**src/rtl/vx_ti_pkg.sv**
```systemverilog
// Shared sizing helpers for the ray-tracing engine memory arbiter.
// The requester id sits above the local tag, so every width derives from NUM_REQS.
package vx_ti_pkg;

    localparam int TI_NUM_REQS        = 4;
    localparam int TI_ADDR_WIDTH      = 32;
    localparam int TI_DATA_WIDTH      = 256;
    localparam int TI_TAG_WIDTH       = 4;
    localparam int TI_MAX_OUTSTANDING = 2;

    // A single requester still carries a 1-bit id so the tag layout never collapses.
    function automatic int calc_rid_w(input int num_reqs);
        return (num_reqs > 1) ? $clog2(num_reqs) : 1;
    endfunction

    function automatic int calc_mtag_w(input int num_reqs, input int tag_width);
        return calc_rid_w(num_reqs) + tag_width;
    endfunction

    function automatic int calc_cnt_w(input int max_outstanding);
        return $clog2(max_outstanding + 1);
    endfunction

endpackage

```
**src/rtl/vx_ti_mem_arb_if.sv**
```systemverilog
// Generic N-lane read port: requests flow master->slave, responses slave->master.
// Used with N=NUM_REQS on the engine side and N=1 on the LSU side.
interface vx_ti_mem_arb_if #(
    parameter int N          = 1,
    parameter int ADDR_WIDTH = 32,
    parameter int DATA_WIDTH = 256,
    parameter int TAG_WIDTH  = 4
);
    logic [N-1:0]            req_valid;
    logic [N*ADDR_WIDTH-1:0] req_addr;
    logic [N*TAG_WIDTH-1:0]  req_tag;
    logic [N-1:0]            req_ready;

    logic [N-1:0]            rsp_valid;
    logic [DATA_WIDTH-1:0]   rsp_data;
    logic [TAG_WIDTH-1:0]    rsp_tag;
    logic [N-1:0]            rsp_ready;

    modport master (
        output req_valid, req_addr, req_tag, rsp_ready,
        input  req_ready, rsp_valid, rsp_data, rsp_tag
    );

    modport slave (
        input  req_valid, req_addr, req_tag, rsp_ready,
        output req_ready, rsp_valid, rsp_data, rsp_tag
    );
endinterface

```
**src/rtl/vx_ti_rr_arb.sv**
```systemverilog
// Round-robin grant over an eligibility vector; the pointer only moves on an actual grant
// and then points just past the winner.
module vx_ti_rr_arb
    import vx_ti_pkg::*;
#(
    parameter  int NUM_REQS = 4,
    localparam int RID_W    = calc_rid_w(NUM_REQS)
) (
    input  logic                clk,
    input  logic                reset,
    input  logic                en,
    input  logic [NUM_REQS-1:0] elig,
    output logic [NUM_REQS-1:0] gnt,
    output logic [RID_W-1:0]    gnt_idx,
    output logic                gnt_any
);

    logic [RID_W-1:0] ptr_q, ptr_d;

    always_comb begin
        int j;
        // NOTE: every output gets a default before any branch, so no path leaves a latch behind.
        gnt     = '0;
        gnt_idx = '0;
        gnt_any = 1'b0;
        ptr_d   = ptr_q;
        j       = 0;
        if (en) begin
            // Walk downwards so the candidate closest to the pointer is written last and wins.
            for (int k = NUM_REQS - 1; k >= 0; k--) begin
                j = int'(ptr_q) + k;
                if (j >= NUM_REQS) j = j - NUM_REQS;
                if (elig[j]) begin
                    gnt_any = 1'b1;
                    gnt_idx = RID_W'(j);
                end
            end
            if (gnt_any) begin
                gnt   = NUM_REQS'(1'b1) << gnt_idx;
                ptr_d = (int'(gnt_idx) == NUM_REQS - 1) ? '0 : gnt_idx + 1'b1;
            end
        end
    end

    // NOTE: state registers use non-blocking assignments so every flop samples pre-edge values.
    always_ff @(posedge clk) begin
        if (reset) ptr_q <= '0;
        else       ptr_q <= ptr_d;
    end

endmodule

```
**src/rtl/vx_ti_mem_arb.sv**
```systemverilog
// Shares one LSU read port among NUM_REQS traversal engines: round-robin grant with
// per-engine credits, {rid, tag} on the way out and rid-based routing on the way back.
module vx_ti_mem_arb
    import vx_ti_pkg::*;
#(
    parameter int NUM_REQS        = TI_NUM_REQS,
    parameter int ADDR_WIDTH      = TI_ADDR_WIDTH,
    parameter int DATA_WIDTH      = TI_DATA_WIDTH,
    parameter int TAG_WIDTH       = TI_TAG_WIDTH,
    parameter int MAX_OUTSTANDING = TI_MAX_OUTSTANDING
) (
    input  logic            clk,
    input  logic            reset,
    vx_ti_mem_arb_if.slave  eng,
    vx_ti_mem_arb_if.master mem,
    output logic            idle,
    output logic            err_bad_rid
);

    localparam int RID_W  = calc_rid_w(NUM_REQS);
    localparam int MTAG_W = calc_mtag_w(NUM_REQS, TAG_WIDTH);
    localparam int CNT_W  = calc_cnt_w(MAX_OUTSTANDING);

    typedef struct packed {
        logic [ADDR_WIDTH-1:0] addr;
        logic [MTAG_W-1:0]     tag;
    } ti_mem_req_t;

    logic [NUM_REQS-1:0][CNT_W-1:0] cnt_q, cnt_d;
    ti_mem_req_t                    req_q, req_d;
    logic                           mem_valid_q, mem_valid_d;
    logic                           err_q, err_d;

    logic                can_load;
    logic [NUM_REQS-1:0] elig, gnt, rsp_vec, rsp_fire;
    logic [RID_W-1:0]    gnt_idx, rsp_rid;
    logic                gnt_any, rid_ok;

    // Grants are suppressed during reset so req_ready reads 0 there.
    assign can_load = !mem_valid_q || mem.req_ready;

    always_comb begin
        elig = '0;
        for (int i = 0; i < NUM_REQS; i++) begin
            elig[i] = eng.req_valid[i] && (int'(cnt_q[i]) < MAX_OUTSTANDING);
        end
    end

    vx_ti_rr_arb #(.NUM_REQS(NUM_REQS)) u_rr_arb (
        .clk     (clk),
        .reset   (reset),
        .en      (can_load && !reset),
        .elig    (elig),
        .gnt     (gnt),
        .gnt_idx (gnt_idx),
        .gnt_any (gnt_any)
    );

    assign eng.req_ready = gnt;

    // Response demux: zero latency, routed purely by the rid field of the returning tag.
    always_comb begin
        rsp_rid       = mem.rsp_tag[MTAG_W-1 -: RID_W];
        rid_ok        = int'(rsp_rid) < NUM_REQS;
        rsp_vec       = '0;
        mem.rsp_ready = 1'b1;
        if (rid_ok) begin
            rsp_vec       = NUM_REQS'(mem.rsp_valid) << rsp_rid;
            mem.rsp_ready = eng.rsp_ready[rsp_rid];
        end
    end

    assign eng.rsp_valid = rsp_vec;
    assign eng.rsp_data  = mem.rsp_data;
    assign eng.rsp_tag   = mem.rsp_tag[TAG_WIDTH-1:0];
    assign rsp_fire      = rsp_vec & eng.rsp_ready;

    always_comb begin
        for (int i = 0; i < NUM_REQS; i++) begin
            cnt_d[i] = cnt_q[i];
            if (gnt[i] && !rsp_fire[i]) begin
                cnt_d[i] = cnt_q[i] + 1'b1;
            end else if (!gnt[i] && rsp_fire[i] && cnt_q[i] != '0) begin
                cnt_d[i] = cnt_q[i] - 1'b1;
            end
        end

        mem_valid_d = mem_valid_q;
        req_d       = req_q;
        if (can_load) begin
            mem_valid_d = gnt_any;
            if (gnt_any) begin
                req_d.addr = eng.req_addr[int'(gnt_idx)*ADDR_WIDTH +: ADDR_WIDTH];
                req_d.tag  = {gnt_idx, eng.req_tag[int'(gnt_idx)*TAG_WIDTH +: TAG_WIDTH]};
            end
        end

        err_d = err_q || (mem.rsp_valid && !rid_ok);
    end

    always_ff @(posedge clk) begin
        if (reset) begin
            cnt_q       <= '0;
            mem_valid_q <= 1'b0;
            err_q       <= 1'b0;
        end else begin
            cnt_q       <= cnt_d;
            mem_valid_q <= mem_valid_d;
            err_q       <= err_d;
        end
    end

    // NOTE: the payload register is qualified by mem_valid_q, so it carries no reset.
    always_ff @(posedge clk) begin
        req_q <= req_d;
    end

    assign mem.req_valid = mem_valid_q;
    assign mem.req_addr  = req_q.addr;
    assign mem.req_tag   = req_q.tag;

    assign idle        = (cnt_q == '0) && !mem_valid_q;
    assign err_bad_rid = err_q;

endmodule

```
**src/flat_wrapper.sv**
```systemverilog
// flat-port wrapper written by rule: the top's interface ports become plain ports
module vx_ti_mem_arb_flat import vx_ti_pkg::*;
#(
    parameter int NUM_REQS        = TI_NUM_REQS,
    parameter int ADDR_WIDTH      = TI_ADDR_WIDTH,
    parameter int DATA_WIDTH      = TI_DATA_WIDTH,
    parameter int TAG_WIDTH       = TI_TAG_WIDTH,
    parameter int MAX_OUTSTANDING = TI_MAX_OUTSTANDING
)
  (clk, reset, idle, err_bad_rid, eng_req_valid, eng_req_addr, eng_req_tag, eng_rsp_ready, eng_req_ready, eng_rsp_valid, eng_rsp_data, eng_rsp_tag, mem_req_valid, mem_req_addr, mem_req_tag, mem_rsp_ready, mem_req_ready, mem_rsp_valid, mem_rsp_data, mem_rsp_tag);
  vx_ti_mem_arb_if #(.N(4), .ADDR_WIDTH(ADDR_WIDTH), .DATA_WIDTH(DATA_WIDTH), .TAG_WIDTH(TAG_WIDTH)) eng_i ();
  vx_ti_mem_arb_if #(.N(1), .ADDR_WIDTH(ADDR_WIDTH), .DATA_WIDTH(DATA_WIDTH), .TAG_WIDTH(TAG_WIDTH)) mem_i ();
  input  logic clk;
  input  logic reset;
  output logic idle;
  output logic err_bad_rid;
  input wire logic [$bits(eng_i.req_valid)-1:0] eng_req_valid;
  input wire logic [$bits(eng_i.req_addr)-1:0] eng_req_addr;
  input wire logic [$bits(eng_i.req_tag)-1:0] eng_req_tag;
  input wire logic [$bits(eng_i.rsp_ready)-1:0] eng_rsp_ready;
  output wire logic [$bits(eng_i.req_ready)-1:0] eng_req_ready;
  output wire logic [$bits(eng_i.rsp_valid)-1:0] eng_rsp_valid;
  output wire logic [$bits(eng_i.rsp_data)-1:0] eng_rsp_data;
  output wire logic [$bits(eng_i.rsp_tag)-1:0] eng_rsp_tag;
  output wire logic [$bits(mem_i.req_valid)-1:0] mem_req_valid;
  output wire logic [$bits(mem_i.req_addr)-1:0] mem_req_addr;
  output wire logic [$bits(mem_i.req_tag)-1:0] mem_req_tag;
  output wire logic [$bits(mem_i.rsp_ready)-1:0] mem_rsp_ready;
  input wire logic [$bits(mem_i.req_ready)-1:0] mem_req_ready;
  input wire logic [$bits(mem_i.rsp_valid)-1:0] mem_rsp_valid;
  input wire logic [$bits(mem_i.rsp_data)-1:0] mem_rsp_data;
  input wire logic [$bits(mem_i.rsp_tag)-1:0] mem_rsp_tag;
  assign eng_i.req_valid = eng_req_valid;
  assign eng_i.req_addr = eng_req_addr;
  assign eng_i.req_tag = eng_req_tag;
  assign eng_i.rsp_ready = eng_rsp_ready;
  assign eng_req_ready = eng_i.req_ready;
  assign eng_rsp_valid = eng_i.rsp_valid;
  assign eng_rsp_data = eng_i.rsp_data;
  assign eng_rsp_tag = eng_i.rsp_tag;
  assign mem_req_valid = mem_i.req_valid;
  assign mem_req_addr = mem_i.req_addr;
  assign mem_req_tag = mem_i.req_tag;
  assign mem_rsp_ready = mem_i.rsp_ready;
  assign mem_i.req_ready = mem_req_ready;
  assign mem_i.rsp_valid = mem_rsp_valid;
  assign mem_i.rsp_data = mem_rsp_data;
  assign mem_i.rsp_tag = mem_rsp_tag;
  vx_ti_mem_arb #(.NUM_REQS(NUM_REQS), .ADDR_WIDTH(ADDR_WIDTH), .DATA_WIDTH(DATA_WIDTH), .TAG_WIDTH(TAG_WIDTH), .MAX_OUTSTANDING(MAX_OUTSTANDING)) u_core (.clk(clk), .reset(reset), .eng(eng_i), .mem(mem_i), .idle(idle), .err_bad_rid(err_bad_rid));
endmodule
```
**config.mk**
```make
export PLATFORM = sky130hd
export DESIGN_NAME = vx_ti_mem_arb_flat
export DESIGN_NICKNAME = d
export VERILOG_FILES = /design/src/rtl/vx_ti_pkg.sv /design/src/rtl/vx_ti_mem_arb_if.sv /design/src/rtl/vx_ti_rr_arb.sv /design/src/rtl/vx_ti_mem_arb.sv /design/src/flat_wrapper.sv
export SDC_FILE = /design/constraint.sdc
export NUM_CORES = 1
export LEC_CHECK = 0
export ABC_AREA = 0
export CELL_PAD_IN_SITES_DETAIL_PLACEMENT = 2
export CELL_PAD_IN_SITES_GLOBAL_PLACEMENT = 2
export CORE_AREA = 3 3 283 285
export DETAILED_ROUTE_END_ITERATION = 8
export DIE_AREA = 0 0 286 288
export PLACE_DENSITY_LB_ADDON = 0.2
export SLEW_MARGIN = 25
export SYNTH_ARGS = -nofsm -noshare
export SYNTH_HDL_FRONTEND = slang
export SYNTH_HIERARCHICAL = 1
export SYNTH_SLANG_ARGS = --single-unit
```
**constraint.sdc**
```tcl
create_clock -name clk -period 6.3 [get_ports clk]
set_input_delay 1.26 -clock clk [delete_from_list [all_inputs] [get_ports clk]]
set_output_delay 1.26 -clock clk [all_outputs]
set_load 0.02 [all_outputs]
```
==> Word level (Yosys, flattened, before mapping) <==
Cells that the tools add are included.
{ "classes": {"add_sub_neg": 12, "n_shift": 3, "reduce_logical": 12, "mux": 35, "eq_ne": 1, "order_cmp": 12} }
{ "op_table": {"columns": ["operator", "n"], "rows": [
  ["$mux W32", 8],
  ["$lt A32 B4 Y1 const B", 4],
  ["$shiftx A128 B8 Y32", 1],
  ["$ge A32 B4 Y1 const B", 1],
  ["$sub A32 B4 Y32 const B", 1],
  ["$shiftx A16 B5 Y4", 1],
  ["$mux W1", 14],
  ["$mux W2", 7],
  ["$add A2 B1 Y2 const B", 5],
  ["$bmux W1 S2", 4],
  ["$logic_not A8 Y1", 1],
  ["$lt A2 B2 Y1 const B", 4],
  ["$mux W4", 2],
  ["$sub A3 B3 Y4 const B", 2],
  ["$add A2 B2 Y3 const B", 2],
  ["$ge A3 B3 Y1 const B", 2],
  ["$logic_and A1 B1 Y1", 6],
  ["$reduce_and A2 Y1", 2],
  ["$shl A1 B2 Y4 const A", 1],
  ["$sub A2 B3 Y4 const B", 1],
  ["$add A2 B1 Y3 const B", 1],
  ["$ge A2 B3 Y1 const B", 1],
  ["$eq A2 B1 Y1 const B", 1],
  ["$logic_not A1 Y1", 2],
  ["$logic_or A1 B1 Y1", 1]
]} }
{ "word_totals": {"reg_bits": 47, "output_inout_bits": 308, "elab_cells": 83, "input_bits": 416} }

==> Longest topological paths before layout <==
Gate-level depths: netlist of run 1.
{ "depth": {"depth_word": 15, "depth_mapped": 8, "depth_no_buf": 8} }

==> Hierarchy <==
Netlist of run 1, hierarchy kept.
{ "modules_own_cells": {"columns": ["mod", "cells_per_inst", "area_each_um2", "instances", "seq_area_each_um2"], "rows": [
  ["vx_ti_mem_arb", 397, 4439.3, 1, 1261.2],
  ["vx_ti_rr_arb", 33, 270.3, 1, 40.0]
]} }

==> Least setup slack after synthesis of run 1 <==
No wires, ideal clock.
{ "synth_path": {"path_kind": "input to register", "startpoint": "input port reset", "endpoint": "register u_core.req_q, in the netlist u_core/mem.req_addr[0] (enable)", "n_path_buf": 1, "setup_time_ns": 0.441, "arrival_time_ns": 3.754, "path_slack_ns": 2.105, "cell_stages": 5, "path_cell_list": "clkbuf_1 > a21oi_1 > o41a_1 > inv_1 > a21oi_1"} }
{ "synth_between": {"elab_chain_len": 4} }
{ "synth_rtl": {"columns": ["item", "line", "rtl"], "rows": [
  ["start, declared", "flat_wrapper.sv:14", "input logic reset;"],
  ["$logic_not A1 Y1", "vx_ti_mem_arb.sv:52", ".en (can_load && !reset),"],
  ["$logic_and A1 B1 Y1", "vx_ti_mem_arb.sv:52", null],
  ["$mux W1", "vx_ti_rr_arb.sv:28", "if (en) begin"],
  ["via u_core.gnt_any", "vx_ti_mem_arb.sv:37", "logic gnt_any, rid_ok;"],
  ["$reduce_and A2 Y1 (no source line)", null, null],
  ["end signal, assigned", "vx_ti_mem_arb.sv:115", "req_q <= req_d;"],
  ["end, declared", "vx_ti_mem_arb.sv:30", "ti_mem_req_t req_q, req_d;"]
]} }
The timed path passes the listed nets, and every way through them passes these cells.
A chain may end at the register's enable or synchronous reset.

==> Worst setup path after layout of run 1 <==
{ "layout_path": {"startpoint": "input port eng_req_valid[3]", "endpoint": "output port eng_req_ready[0]"} }
{ "layout_between": {"elab_chain_len": 12, "elab_cells_between_ends": 26, "classes_between": "1 x shift; 24 x mux; 1 x reduce/logical"} }
{ "layout_rtl": {"columns": ["item", "line", "rtl"], "rows": [
  ["start, declared", "flat_wrapper.sv:17", "input wire logic [$bits(eng_i.req_valid)-1:0] eng_req_valid;"],
  ["$logic_and A1 B1 Y1 (*)", "vx_ti_mem_arb.sv:45", "elig[i] = eng.req_valid[i] && (int'(cnt_q[i]) < MAX_OUTSTANDING);"],
  ["via u_core.elig[3]", "vx_ti_mem_arb.sv:35", "logic [NUM_REQS-1:0] elig, gnt, rsp_vec, rsp_fire;"],
  ["$bmux W1 S2", "vx_ti_rr_arb.sv:33", "if (elig[j]) begin"],
  ["$mux W1 (not written as such) (2 in series)", "vx_ti_rr_arb.sv:33", null],
  ["$mux W2 (4 in series)", "vx_ti_rr_arb.sv:33", null],
  ["$mux W2", "vx_ti_rr_arb.sv:28", null],
  ["$shl A1 B2 Y4", "vx_ti_rr_arb.sv:39", "gnt = NUM_REQS'(1'b1) << gnt_idx;"],
  ["$mux W4 (*)", "vx_ti_rr_arb.sv:38", "if (gnt_any) begin"],
  ["$mux W4 (*)", "vx_ti_rr_arb.sv:28", null],
  ["end, declared", "flat_wrapper.sv:21", "output wire logic [$bits(eng_i.req_ready)-1:0] eng_req_ready;"]
]} }
The timed path passes the listed nets; every way through them passes the cells marked *. The select of a mux whose other input is x is not followed.

==> results of run 1 <==
==> stage by stage <==
step                      hold WS, ns  utilization (%)  std cells  cell area, sq um
final                           0.511             7.85       1403              6090
after global placement          0.493             7.60       1395              5900
after CTS                       0.524             7.85       1403              6090
after global routing            0.552             7.85       1403              6090
after detailed placement        0.501             7.60       1395              5900
after floorplan                 0.475                -        435              4730
==> synthesized netlist by cell type <==
master / instances / area (sq um)
o22ai_1: 1 / 6.26
conb_1: 1 / 3.75
inv_1: 11 / 41.3
o221a_2: 1 / 11.3
buf_12: 3 / 60.1
edfxtp_1: 36 / 1080
nand2_1: 1 / 3.75
nor2b_1: 4 / 25.0
clkbuf_2: 1 / 5.00
mux2i_1: 6 / 60.1
o21ba_1: 1 / 10.0
and2_2: 4 / 30.0
buf_6: 1 / 11.3
o31a_1: 1 / 8.76
dfxtp_1: 11 / 220
o22a_1: 1 / 8.76
mux4_2: 30 / 676
mux4_1: 6 / 158
ha_1: 8 / 100
o41a_1: 1 / 11.3
clkbuf_1: 1 / 3.75
buf_4: 266 / 2000
o21ai_0: 1 / 5.00
o21a_1: 1 / 7.51
a21oi_1: 6 / 30.0
nand2b_1: 2 / 12.5
nor2_1: 12 / 45.0
buf_2: 4 / 20.0
nor3_1: 2 / 10.0
nand4_1: 1 / 6.26
xnor2_1: 4 / 35.0
or3_1: 1 / 6.26
==> worst max-delay path: cells and delay by family <==
| kind | cells | cell delay, ns |
|---|---|---|
| AND/OR/NAND/NOR | 3 | 1.02 |
| AO/OA/AOI/OAI | 1 | 0.25 |
| adder cells (fa/ha/maj) | 1 | 0.21 |
| buffers and inverters | 2 | 1.07 |
==> path summary, 6_finish.rpt <==
kind,end,startpoint,cells past startpoint,slack (ns)
hold reg to reg,u_core/cnt_q[0]$_SDFFE_PP0P_,u_core/cnt_q[0]$_SDFFE_PP0P_,2,0.51
hold / removal,u_core/cnt_q[0]$_SDFFE_PP0P_,u_core/cnt_q[0]$_SDFFE_PP0P_,2,0.51
setup reg to reg,u_core/mem.req_addr[30]$_DFFE_PP_,u_core/cnt_q[7]$_SDFFE_PP0P_,5,3.43
setup / recovery,eng_req_ready[0],eng_req_valid[3],7,1.21
==> layer usage <==
| layer | vias to the layer above | track usage (%) | wire length (um) |
|---|---|---|---|
| met5 | - | 0.655 | 51 |
| met4 | 2 | 3.33 | 1300 |
| met3 | 107 | 5.91 | 5880 |
| met2 | 457 | 9.79 | 12300 |
| met1 | 1244 | 5.78 | 8760 |
| li1 | 1050 | - | - |
==> power breakdown <==
part	switching, mW	internal (mW)	leakage [nW]
Combinational	0.146	0.197	1.20
Sequential	0.0136	0.373	0.434
Clock	0.146	0.229	0.0911
==> cells by family (layout without fill, tap and decap cells) <==
family | after synthesis | after routing
AO/OA/AOI/OAI | 14 | 14
XOR/XNOR | 4 | 4
adder cells (fa/ha/maj) | 8 | 8
buffers and inverters | 287 | 215
flip-flops | 47 | 47
multiplexers | 42 | 42
other | 1 | 6
AND/OR/NAND/NOR | 27 | 27
==> registers in the layout, indices dropped and copies added (netlist names) <==
name,flops
u_core/u_rr_arb/ptr_q,2
u_core/mem.req_addr,32
u_core/mem.req_valid,1
u_core/mem.req_tag,4
u_core/cnt_q,8
==> area by class of cell <==
type | count | area, sq um
Fill cell | 9149 | 71500
Timing Repair Buffer | 196 | 1950
Multi-Input combinational cell | 101 | 1310
Sequential cell | 47 | 1300
Tap cell | 1040 | 1300
Clock buffer | 6 | 129
Clock inverter | 2 | 60.1
Inverter | 11 | 41.3
==> results.sh, run 1 <==
export IMPL_outcome="finished, final reports clean"
export IMPL_grt_max_degree=37
export IMPL_final_cell_mix="clkdlybuf4s50_1 (192), edfxtp_1 (36), mux4_2 (30)"
export IMPL_grt_pass1_wl_um=35300
export IMPL_slew_headroom_pct=42.1
export IMPL_ctsLongestPathBuffers=2
export IMPL_drive_gt1_share_pct=13.2
export IMPL_die_y_um=288
export IMPL_synth_compound_area_share_pct=2.10
export IMPL_clk_insertion_delay_late_ns=0.31
export IMPL_synthesis_area_sq_um=4710
export IMPL_clk_pin_slew_ns=0.07
export IMPL_numCtsBuffers=5
export IMPL_slowest_stage="clkdlybuf4s50_1"
export IMPL_cts_sinks=47
export IMPL_crit_path_max_incr_delay_ns=0.62
export IMPL_drv_cap=0
export IMPL_wl_um=28300
export IMPL_io_pins=724
export IMPL_layout_commonest_cell="clkdlybuf4s50_1"
export IMPL_crit_fanout=7
export IMPL_finClkSkew_ns=0.00668
export IMPL_hold_violations=0
export IMPL_drt_pass1_iterations=4
export IMPL_fin_ws_ns=1.21
export IMPL_synth_fa_ha_area_share_pct=2.13
export IMPL_drv_slew=0
export IMPL_area_growth_pct=29.3
export IMPL_synth_top_family_by_area="buffers and inverters"
export IMPL_diodes=0
export IMPL_grt_pass1_vias=3203
export IMPL_finalCriticalPeriod_ns=5.09
export IMPL_avgSynthCellArea_sq_um=11.0
export IMPL_syn_inst=430
export IMPL_vias_per_cell=2.04
export IMPL_hold_buffers=0
export IMPL_start_kind="primary input"
export IMPL_cts_max_level=2
export IMPL_synth_distinct_cells=32
export IMPL_overflow=0
export IMPL_ir_worst_vdd_mv=0.100
export IMPL_min_period_over_period_pct=80.9
export IMPL_setup_violations=0
export IMPL_rsz0062_at_grt="false"
export IMPL_powerDensity_nw_per_um2=181
export IMPL_ys_ff_latch=47
export IMPL_crit_top_cell="clkdlybuf4s50_1"
export IMPL_tritoncts="done"
export IMPL_worst_pin_slew_ns=0.868
export IMPL_place_congestion=0.707
export IMPL_io_buffer_count=192
export IMPL_floorplan_rows=102
export IMPL_dieArea_sq_um=82400
export IMPL_synthXorXnorAreaFrac_pct=0.744
export IMPL_finalSetupTns_ns=0
export IMPL_p_total_mw=1.10
export IMPL_initial_core_util_pct=6.07
export IMPL_dp_slack_ns=1.26
export IMPL_num_vias=2860
export IMPL_fmax_ghz=0.196
export IMPL_cp_data_required_time_ns=5.04
export IMPL_post_cts_buffers=0
export IMPL_ys_seq_area_share_pct=27.6
export IMPL_power_leakage_nw=1.73
export IMPL_place_hpwl_um=23900
export IMPL_drc=0
export IMPL_post_cts_resized=0
export IMPL_track_usage_pct=6.46
export IMPL_drt_iter0_markers=56
export IMPL_antenna_found_initial=0
export IMPL_crit_type="in -> out"
export IMPL_fin_nets=786
export IMPL_core_sq_um=77600
export IMPL_endpoint_kind="primary output"
export IMPL_worstPathArrival_ns=3.83
export IMPL_hold_path_class="reg -> reg"
export IMPL_clock_tree_root_cell="clkbuf_16"
export IMPL_wire_per_inst_um=20.2
export IMPL_crit_chain="clkdlybuf4s50_1, nor2b_1, a21oi_1, or3_1, ha_1, and2_2, clkdlybuf4s50_1"
export IMPL_synth_warnings=6
export IMPL_drtAntennaViolNets=0
export IMPL_yosys_area_share_simple_pct=2.95
export IMPL_synth_area_mux_share_pct=19.0
export IMPL_die_x_um=286
Power figures use the tool's default switching activity.
==> run 2, diff against run 1 <==
- CORE_AREA: 3 3 283 285 -> 3 3 279 281
- DIE_AREA: 0 0 286 288 -> 0 0 282 284
- clock period: 6.3 -> 4.93 ns (I/O delays scaled with it)
==> run 2 against run 1 <==
Cell count down 4.3%. Largest cell class unchanged. Routed wire length down 5.3%. Global-route usage down 0.20 points. Worst hold slack better by 0.0025 ns. Sequential share of layout area up 0.20 points. Sequential cell count unchanged. Count of clock-buffer cells in the layout unchanged. First-iteration DRC count down 11%. Clock power up 25%. Critical path depth up 1. Die area down 2.8%. Critical endpoint is now eng_req_ready[2]. Sequential power up 27%.
==> results.sh, run 2 (same netlist as run 1, synthesis figures left out) <==
export IMPL_worst_path_buf_inv=2
export IMPL_finalSetupTns_ns=0
export IMPL_drv_cap=0
export IMPL_p_total_mw=1.40
export IMPL_drt_iter0_markers=50
export IMPL_grt_max_degree=37
export IMPL_vias_per_cell=2.10
export IMPL_crit_top_cell="clkdlybuf4s50_1"
export IMPL_design_area_sq_um=6030
export IMPL_dieArea_sq_um=80100
export IMPL_finClkSkew_ns=0.00889
export IMPL_drc=0
export IMPL_slowest_stage="clkdlybuf4s50_1"
export IMPL_wl_met2_um=12400
export IMPL_clk_pin_slew_ns=0.07
export IMPL_dp_cells=1334
export IMPL_wire_per_inst_um=20.0
export IMPL_slew_headroom_pct=57.3
export IMPL_endpoint_kind="primary output"
export IMPL_hold_path_class="reg -> reg"
export IMPL_ctsLongestPathBuffers=2
export IMPL_cts_max_level=2
export IMPL_die_x_um=282
export IMPL_instances_no_fill=1342
export IMPL_num_vias=2813
export IMPL_critPathTopFamily="buffers and inverters"
export IMPL_fin_nets=787
export IMPL_hold_buffers=0
export IMPL_finalCriticalPeriod_ns=4.49
export IMPL_area_growth_pct=28.1
export IMPL_numCtsBuffers=5
export IMPL_dr_wl_met3_um=5560
export IMPL_ir_worst_vdd_mv=0.116
export IMPL_start_kind="primary input"
export IMPL_layout_commonest_cell="clkdlybuf4s50_1"
export IMPL_track_usage_pct=6.26
export IMPL_met1_length_um=7350
export IMPL_internal_power_mw=1.02
export IMPL_die_y_um=284
export IMPL_grt_pass1_wl_um=32900
export IMPL_p_sw_share_pct=27.0
export IMPL_powerDensity_nw_per_um2=232
export IMPL_drt_pass1_iterations=4
export IMPL_crit_path_max_incr_delay_ns=0.69
export IMPL_tritoncts="done"
export IMPL_placed_area_sq_um=5840
export IMPL_worstPathArrival_ns=3.50
export IMPL_hold_violations=0
export IMPL_worst_pin_slew_ns=0.641
export IMPL_power_switching_uw=379
export IMPL_drv_slew=0
export IMPL_grt_pass1_vias=3110
export IMPL_fillCellCount=8788
export IMPL_outcome="finished, final reports clean"
export IMPL_drtAntennaViolNets=0
export IMPL_io_pins=724
export IMPL_clk_insertion_delay_late_ns=0.31
export IMPL_clock_tree_root_cell="clkbuf_16"
export IMPL_floorplan_rows=101
export IMPL_power_leakage_nw=1.73
export IMPL_crit_chain="clkdlybuf4s50_1, nor2b_1, mux2i_1, nor2_1, or3_1, ha_1, and2_2, clkdlybuf4s50_1"
export IMPL_final_cell_mix="clkdlybuf4s50_1 (192), edfxtp_1 (36), mux4_2 (30)"
export IMPL_diodes=0
export IMPL_rsz0062_at_grt="false"
export IMPL_fmax_ghz=0.223
export IMPL_largest_reg_flops=32
export IMPL_p_clk_share_pct=33.5
export IMPL_post_cts_buffers=0
export IMPL_wl_um=26800
export IMPL_drive_gt1_share_pct=13.5
export IMPL_crit_fanout=5
export IMPL_min_period_over_period_pct=91.1
export IMPL_cts_sinks=47
export IMPL_core_sq_um=75700
export IMPL_p_seq_share_pct=35.2
export IMPL_crit_type="in -> out"
export IMPL_post_cts_resized=0
export IMPL_antenna_found_initial=2
export IMPL_power_frac_comb_pct=31.3
export IMPL_routed_top_layer="met5"
export IMPL_io_buffer_count=192
export IMPL_setup_violations=0
export IMPL_place_congestion=0.624
export IMPL_place_hpwl_um=23100
export IMPL_initial_core_util_pct=6.22
export IMPL_overflow=0
export IMPL_cp_data_required_time_ns=3.94
## run 2: cell types whose count changed in the layout (fill, tap and decap cells not counted)
cell / delta
buf_12: +1
## run 2: final timing paths
path | from | to | slack, ns | depth (start not counted)
max reg2reg | u_core/cnt_q[1]$_SDFFE_PP0P_ | u_core/mem.req_addr[7]$_DFFE_PP_ | 2.57 | 6
max | eng_req_valid[0] | eng_req_ready[2] | 0.44 | 8
min reg2reg | u_core/cnt_q[2]$_SDFFE_PP0P_ | u_core/cnt_q[2]$_SDFFE_PP0P_ | 0.51 | 2
min | u_core/cnt_q[2]$_SDFFE_PP0P_ | u_core/cnt_q[2]$_SDFFE_PP0P_ | 0.51 | 2
## run 2: worst min-delay path, cell delays in order (launching register included)
cell	delay (ns)
dfxtp_1	0.34
xnor2_1	0.07
nor2_1	0.07
## run 2: routing by layer
metal  vias up  global-route usage (%)
li1       1049                       -
met1      1234                    4.79
met2       431                    10.4
met3        95                    5.52
met4         4                    3.78
met5         -                   0.183
## run 2: stage by stage
| step | utilization (%) | hold slack (ns) | setup WS, ns |
|---|---|---|---|
| after floorplan | - | 0.475 | 1.01 |
| after global placement | 7.72 | 0.493 | 0.393 |
| after detailed placement | 7.72 | 0.509 | 0.420 |
| after CTS | 7.97 | 0.527 | 0.404 |
| after global routing | 7.97 | 0.541 | 0.288 |
| final | 7.97 | 0.513 | 0.440 |
## run 2: layout make-up
| type | instances | area, sq um | share of cell area (%) |
|---|---|---|---|
| timing repair buffer | 197 | 1970 | 32.7 |
| multi-input combinational | 101 | 1310 | 21.6 |
| sequential | 47 | 1300 | 21.6 |
| tap | 978 | 1220 | 20.3 |
| clock buffer | 6 | 129 | 2.14 |
| clock inverter | 2 | 60.1 | 0.996 |
| inverter | 11 | 41.3 | 0.685 |
## run 2: power groups by stage
stage / clock network (mW) / registers, mW / logic (mW)
finish: 0.470 / 0.493 / 0.439
global route: 0.515 / 0.497 / 0.472
CTS: 0.509 / 0.494 / 0.455
detailed placement: 0 / 0.503 / 0.453
global placement: 0 / 0.503 / 0.455
floorplan: 0 / 0.538 / 0.481
==> run 3, diff against run 2 <==
- CTS_BUF_LIST: unset -> sky130_fd_sc_hd__clkbuf_2
- SLEW_MARGIN: 25 -> unset
==> run 3 against run 2 <==
Clock skew increased by 0.031 ns. Register-to-register slack about the same. Via count decreased by 0.60%. Non-clock buffer count unchanged. Cell count about the same. Critical path type unchanged. First-iteration DRC count increased by 24%. Worst hold slack improved by 0.029 ns. Largest cell class unchanged.
==> results.sh, run 3 (same netlist as run 1, synthesis figures left out) <==
export IMPL_worst_pin_slew_ns=0.639
export IMPL_track_usage_pct=6.25
export IMPL_post_cts_resized=0
export IMPL_antenna_found_initial=2
export IMPL_drt_iter0_markers=62
export IMPL_power_switching_uw=361
export IMPL_endpoint_kind="primary output"
export IMPL_grt_pass1_vias=3094
export IMPL_grt_pass1_wl_um=32900
export IMPL_vias_per_cell=2.08
export IMPL_largest_reg_flops=32
export IMPL_ctsLongestPathBuffers=2
export IMPL_finalCriticalPeriod_ns=4.49
export IMPL_drive_gt1_share_pct=13.7
export IMPL_dr_wl_met3_um=5920
export IMPL_clk_insertion_delay_late_ns=0.52
export IMPL_initial_core_util_pct=6.22
export IMPL_layout_commonest_cell="clkdlybuf4s50_1"
export IMPL_power_leakage_nw=1.70
export IMPL_finClkSkew_ns=0.0401
export IMPL_multi_input_area_sq_um=1310
export IMPL_slew_headroom_pct=57.4
export IMPL_setup_violations=0
export IMPL_fmax_ghz=0.223
export IMPL_drc=0
export IMPL_powerDensity_nw_per_um2=207
export IMPL_routed_top_layer="met5"
export IMPL_die_y_um=284
export IMPL_power_frac_comb_pct=35.7
export IMPL_hold_violations=0
export IMPL_ir_worst_vdd_mv=0.0816
export IMPL_crit_type="in -> out"
export IMPL_drtAntennaViolNets=0
export IMPL_hold_path_class="reg -> reg"
export IMPL_die_x_um=282
export IMPL_wl_um=26800
export IMPL_clock_tree_root_cell="clkbuf_2"
export IMPL_post_cts_buffers=0
export IMPL_met1_length_um=6950
export IMPL_core_sq_um=75700
export IMPL_clk_pin_slew_ns=0.25
export IMPL_final_cell_mix="clkdlybuf4s50_1 (192), edfxtp_1 (36), mux4_2 (30)"
export IMPL_tritoncts="done"
export IMPL_cts_sinks=47
export IMPL_dieArea_sq_um=80100
export IMPL_fillCellCount=8796
export IMPL_crit_fanout=5
export IMPL_floorplan_rows=101
export IMPL_numCtsBuffers=5
export IMPL_num_vias=2796
export IMPL_area_growth_pct=26.0
export IMPL_finalSetupTns_ns=0
export IMPL_wl_met2_um=12500
export IMPL_min_period_over_period_pct=91.1
export IMPL_cts_max_level=2
export IMPL_overflow=0
export IMPL_p_clk_share_pct=24.2
export IMPL_place_hpwl_um=23100
export IMPL_placed_area_sq_um=5840
export IMPL_io_pins=724
export IMPL_fin_nets=787
export IMPL_cp_data_required_time_ns=3.94
export IMPL_drt_pass1_iterations=4
export IMPL_hold_buffers=0
export IMPL_internal_power_uw=869
export IMPL_wire_per_inst_um=20.0
export IMPL_rsz0062_at_grt="false"
export IMPL_register_area_sq_um=1300
export IMPL_io_buffer_count=192
export IMPL_p_seq_share_pct=40.1
export IMPL_drv_cap=0
export IMPL_design_area_sq_um=5940
export IMPL_place_congestion=0.624
export IMPL_worstPathArrival_ns=3.51
export IMPL_drv_slew=0
export IMPL_start_kind="primary input"
export IMPL_outcome="finished, final reports clean"
export IMPL_grt_max_degree=37
export IMPL_p_sw_share_pct=29.3
-- run 3: cell types whose count changed in the layout (fill, tap and decap cells not counted), sizes merged --
cell | before | now
diode | 0 | 1
-- run 3: path summary, 6_finish.rpt --
check                                                  startpoint                              end  slack (ns)  cells past startpoint
worst max-delay path                             eng_req_valid[0]                 eng_req_ready[2]        0.44                      8
worst min-delay path                 u_core/cnt_q[2]$_SDFFE_PP0P_     u_core/cnt_q[2]$_SDFFE_PP0P_        0.54                      2
worst max register to register  u_core/mem.req_valid$_SDFFE_PP0P_  u_core/mem.req_tag[1]$_DFFE_PP_        2.56                      5
worst min register to register       u_core/cnt_q[2]$_SDFFE_PP0P_     u_core/cnt_q[2]$_SDFFE_PP0P_        0.54                      2
-- run 3: routing by layer --
| metal | track usage, % | up-vias |
|---|---|---|
| li1 | - | 1050 |
| met1 | 4.50 | 1218 |
| met2 | 10.5 | 435 |
| met3 | 5.87 | 91 |
| met4 | 3.74 | 2 |
| met5 | 0.183 | - |
-- run 3: final cells by class --
cell class / instances / share of cell area [%]
Timing Repair Buffer: 197 / 33.2
Antenna cell: 1 / 0.0422
Sequential cell: 47 / 21.9
Clock buffer: 6 / 0.506
Multi-Input combinational cell: 101 / 22.0
Clock inverter: 2 / 1.01
Inverter: 11 / 0.696
Tap cell: 978 / 20.6
-- run 3: metrics by stage --
stage	instances	setup WS (ns)	hold WS (ns)	utilization (%)	total power, mW
floorplan	435	1.01	0.475	-	1.02
global placement	1334	0.393	0.493	7.72	0.958
detailed placement	1334	0.420	0.509	7.72	0.956
CTS	1342	0.404	0.549	7.84	1.29
global route	1343	0.288	0.559	7.84	1.31
finish	1343	0.438	0.543	7.84	1.23
-- run 3: power groups by stage --
stage | registers [mW] | clock network, mW | logic (mW)
finish | 0.493 | 0.298 | 0.439
global route | 0.498 | 0.338 | 0.472
CTS | 0.495 | 0.338 | 0.455
detailed placement | 0.503 | 0 | 0.453
global placement | 0.503 | 0 | 0.455
floorplan | 0.538 | 0 | 0.481
-- run 3: critical path, cell delays in order --
cell	delay, ns
clkdlybuf4s50_1	0.45
nor2b_1	0.40
mux2i_1	0.14
nor2_1	0.27
or3_1	0.22
ha_1	0.15
and2_2	0.19
clkdlybuf4s50_1	0.69
